===== src/rtl/qsys_block_nios_oci_trace_monitor.sv =====
// rtl/qsys_block_nios_oci_trace_monitor.sv - OCI trace capture into a circular buffer, drained on test end
module qsys_block_nios_oci_trace_monitor #(
  parameter int DATA_W = 30,
  parameter int CNT_W  = 4,
  parameter int ADDR_W = 4
) (
  input  logic              clk,
  input  logic              reset_n,
  input  logic [DATA_W-1:0] dct_buffer,
  input  logic [CNT_W-1:0]  dct_count,
  input  logic              test_ending,
  input  logic              test_has_ended,
  input  logic              rd_ready,
  output logic              rd_valid,
  output logic [DATA_W-1:0] rd_data,
  output logic              rd_last,
  output logic [ADDR_W:0]   fill_level,
  output logic              overflow,
  output logic [15:0]       drop_count,
  output logic [1:0]        state,
  output logic              done
);

  localparam int DEPTH = 1 << ADDR_W;
  localparam logic [ADDR_W:0] FULL_LEVEL = (ADDR_W + 1)'(DEPTH);
  localparam logic [ADDR_W:0] FILL_ONE   = (ADDR_W + 1)'(1);
  localparam logic [ADDR_W-1:0] PTR_ONE  = ADDR_W'(1);

  typedef enum logic [1:0] {
    CAPTURE = 2'b00,
    DRAIN   = 2'b01,
    DONE    = 2'b10
  } state_t;

  state_t            state_q, state_d;
  logic [DATA_W-1:0] mem [DEPTH];
  logic [ADDR_W-1:0] wr_ptr, rd_ptr;
  logic [ADDR_W:0]   fill_q, fill_after_pop;
  logic [CNT_W-1:0]  prev_count;
  logic              cap_event, is_full, do_write, do_pop;

  assign cap_event = (dct_count != prev_count);
  assign is_full   = (fill_q == FULL_LEVEL);
  assign do_write  = (state_q == CAPTURE) && cap_event;
  assign rd_valid  = (state_q == DRAIN) && (fill_q != '0);
  assign do_pop    = rd_valid && rd_ready;
  assign rd_data   = mem[rd_ptr];
  assign rd_last   = rd_valid && (fill_q == FILL_ONE);

  assign fill_level = fill_q;
  assign state      = state_q;
  assign done       = (state_q == DONE);

  // DONE is judged on the level left after this cycle's pop.
  assign fill_after_pop = do_pop ? (fill_q - FILL_ONE) : fill_q;

  always_comb begin
    state_d = state_q;
    case (state_q)
      CAPTURE: if (test_ending || test_has_ended) state_d = DRAIN;
      DRAIN:   if (test_has_ended && (fill_after_pop == '0)) state_d = DONE;
      DONE:    state_d = DONE;
      default: state_d = CAPTURE;
    endcase
  end

  always_ff @(posedge clk or negedge reset_n) begin
    if (!reset_n) begin
      state_q    <= CAPTURE;
      wr_ptr     <= '0;
      rd_ptr     <= '0;
      fill_q     <= '0;
      prev_count <= '0;
      overflow   <= 1'b0;
      drop_count <= '0;
    end else begin
      state_q    <= state_d;
      prev_count <= dct_count;
      if (do_write) begin
        wr_ptr <= wr_ptr + PTR_ONE;
        if (is_full) begin
          // Full buffer keeps the newest DEPTH words: the oldest is lost.
          rd_ptr   <= rd_ptr + PTR_ONE;
          overflow <= 1'b1;
          if (drop_count != 16'hFFFF) drop_count <= drop_count + 16'd1;
        end else begin
          fill_q <= fill_q + FILL_ONE;
        end
      end else if (do_pop) begin
        rd_ptr <= rd_ptr + PTR_ONE;
        fill_q <= fill_q - FILL_ONE;
      end
    end
  end

  always_ff @(posedge clk) begin
    if (do_write) mem[wr_ptr] <= dct_buffer;
  end

endmodule


===== config.mk =====
export PLATFORM = sky130hd
export DESIGN_NAME = qsys_block_nios_oci_trace_monitor
export DESIGN_NICKNAME = d
export VERILOG_FILES = /design/src/rtl/qsys_block_nios_oci_trace_monitor.sv
export SDC_FILE = /design/constraint.sdc
export NUM_CORES = 1
export LEC_CHECK = 0
export CELL_PAD_IN_SITES_DETAIL_PLACEMENT = 0
export CELL_PAD_IN_SITES_GLOBAL_PLACEMENT = 1
export CORE_MARGIN = 5
export CORE_UTILIZATION = 53
export CTS_CLUSTER_SIZE = 16
export DETAILED_ROUTE_END_ITERATION = 16
export GPL_ROUTABILITY_DRIVEN = 0
export HOLD_SLACK_MARGIN = 0.12
export PLACE_DENSITY = 0.85
export SLEW_MARGIN = 10
export SYNTH_ARGS = -nofsm -noshare
export SYNTH_HDL_FRONTEND = slang
export SYNTH_SLANG_ARGS = --single-unit
export TNS_END_PERCENT = 5

===== constraint.sdc =====
create_clock -name clk -period 4.5 [get_ports clk]
set_input_delay 0.675 -clock clk [delete_from_list [all_inputs] [get_ports clk]]
set_output_delay 0.675 -clock clk [all_outputs]
set_load 0.01 [all_outputs]

==> flow_summary.ini <==
[route]
dr.pass1.iters = 7
drt_iter0_markers = 808
vias = 9344
routedWlPerCell_um = 27.8
route.detailed.drc = 0
vias_per_cell = 6.01
antenna_left = 0
wirelength_um = 43200

[critical_path]
worstReg2RegStart = state[0]
critical_path_class = reg2out
startpoint = rd_ptr[0]
crit_buf_inv = 2
worstPathMaxFanout = 36
slowest_delay_ns = 0.94
worstSetupEndpointType = primary output
worstPathRequired_ns = 3.83
cp_cell_sequence = buf_4 > mux4_2 > mux4_2 > clkdlybuf4s50_1
slowest_stage = dfrtp_4
cp_common_cell = mux4_2
start_kind = register
cp_top_family = multiplexers
crit_arrival_ns = 3.40

[cells_and_area]
num_antenna_cells = 0
final_common_cell = edfxtp_1
nFillCells = 2477
drive_gt1_frac = 0.284
finalNetCount = 1057
areaGrowthSynthToFinish_pct = 18.5
final_cell_mix = edfxtp_1, mux4_2, clkdlybuf4s50_1

[cts]
clk_pin_slew_ns = 0.06
post-cts-setup-buffers = 0
ctsHoldBuffers = 0
post_cts_resized = 0
cts_buffer_depth = 3
clk_latency_ns = 0.60
cts_tree = done
cts_sinks = 516
cts_inserted_buffers = 50
cts_root_buffer = clkbuf_16
h-tree-depth = 2

[die]
die_width_um = 204
core_area_um2 = 37400
die_h_um = 204
die_area_um2 = 41600
num_rows = 71
initial_utilization = 0.533
ios = 96

[synth]
synthFlopType = edfxtp_1
synth_top_area_frac = 0.724
synth.largest_area_cell = edfxtp_1
synth_edf_count = 480
synthTopCellsByArea = edfxtp_1, mux4_2, dfrtp_1
avgSynthCellArea_um2 = 23.2
ys_ff_latch = 516
synthCells = 860
synthesis.nets = 912
ys_seq_area_frac = 0.769
netlist_area_um2 = 19900
yosys_warnings = 0
async_flop_share = 0.0698
synth_cell_types = 42

[pwr]
p_leak_nw = 7.57
peakVddDrop_v = 0.000397
powerDensity_nw_per_um2 = 630
power.total_mw = 14.9

[sta]
fin_crit_sh = 0.906
hold_ws_ns = 0.231
setup_tns_ns = 0
max_slew.worst_pin.slew_ns = 1.20
rsz0062_at_grt = false
fmax_mhz = 245
finalHoldViolations = 0
slew_headroom = 0.203
drv_slew = 0
finClkSkew_ns = 0.0514
period_minus_slack_ns = 4.08
setup_viol = 0

[global_route]
grt_pass1_vias = 9888
grt-ovfl-total = 0
grt_pass1_wl_um = 64700
antenna_found_initial = 1
grt_use_total = 0.213
grt_max_degree = 39

[worst_hold_path]
worst_hold_path_type = in2async

[placed_design]
numPortBuffers = 95
dpl.hpwl_um = 23600

[job]
max_cap_violations = 0

[status]
outcome = complete, no violations
worst reg2reg max path, stage by stage (launching register included):
cell	delay [ns]
dfrtp_1	0.41
inv_1	0.12
ha_1	0.25
o41a_1	0.40
nand2_1	0.36
nor2_4	0.74
buf_12	0.27
logic make-up (layout without fill, tap and decap cells):
| group | after synthesis | count (layout) | share of synthesized area |
|---|---|---|---|
| xor+xnor | 27 | 27 | 0.0119 |
| flops | 516 | 516 | 0.769 |
| compound gates | 22 | 22 | 0.00860 |
| buf+inv | 50 | 234 | 0.0105 |
| fa+ha+maj | 13 | 13 | 0.00817 |
| mux | 154 | 154 | 0.172 |
| simple gates | 78 | 78 | 0.0203 |
through the flow:
stage / setup WS (ns) / utilization / instance area (µm²) / instances
after detailed placement: 0.953 / 0.586 / 21900 / 1464
after global placement: 0.986 / 0.586 / 21900 / 1464
final: 0.423 / 0.631 / 23600 / 1555
after global routing: 0.236 / 0.631 / 23600 / 1555
after CTS: 0.346 / 0.631 / 23600 / 1555
after floorplan: 0.370 / - / 19900 / 860
cell usage after synthesis, types with 6 or more instances:
cell / number
xor2_1: 6
o21ai_0: 6
nand3_1: 9
inv_1: 10
nand2_1: 13
clkbuf_1: 25
nor2_1: 23
and3_1: 6
dfrtp_1: 36
nand4_1: 8
edfxtp_1: 480
nor3_1: 6
xnor2_1: 21
buf_2: 11
mux4_2: 150
ha_1: 13
layer usage:
metal	vias up	global-route usage	share of wire
li1	3924	-	-
met1	4961	0.285	0.38
met2	388	0.369	0.52
met3	69	0.0378	0.073
met4	2	0.0576	0.021
met5	-	0	0.00044
area by class of cell:
| type | count | area, µm² | area share |
|---|---|---|---|
| Sequential cell | 516 | 15300 | 0.649 |
| Inverter | 10 | 37.5 | 0.00159 |
| Multi-Input combinational cell | 294 | 4510 | 0.191 |
| Timing Repair Buffer | 133 | 1390 | 0.0590 |
| Tap cell | 511 | 639 | 0.0271 |
| Clock inverter | 33 | 413 | 0.0175 |
| Clock buffer | 58 | 1290 | 0.0547 |
flip-flops by register name, summed over array words and instances (netlist names):
register    cells
mem           480
drop_count     16
fill_level      5
prev_count      4
rd_ptr          4
wr_ptr          4
state           2
overflow        1
worst paths after layout:
kind                            slack, ns  depth (start not counted)            end
worst max-delay path                 0.42                          4     rd_data[0]
worst min-delay path                 0.23                          1       state[0]
worst max register to register       1.67                          6     mem[11][7]
worst min register to register       0.50                          1  drop_count[7]
max in group asynchronous            3.63                          1      rd_ptr[1]
min in group clk                     0.50                          1  drop_count[7]
where the power goes:
part           internal [mW]  total (mW)  switching, mW
Combinational           2.38        4.30           1.91
Clock                   2.58        4.30           1.73
Sequential              5.76        6.27          0.516
Total                   10.7        14.9           4.16
No activity file was read; power rests on OpenSTA's default activity.
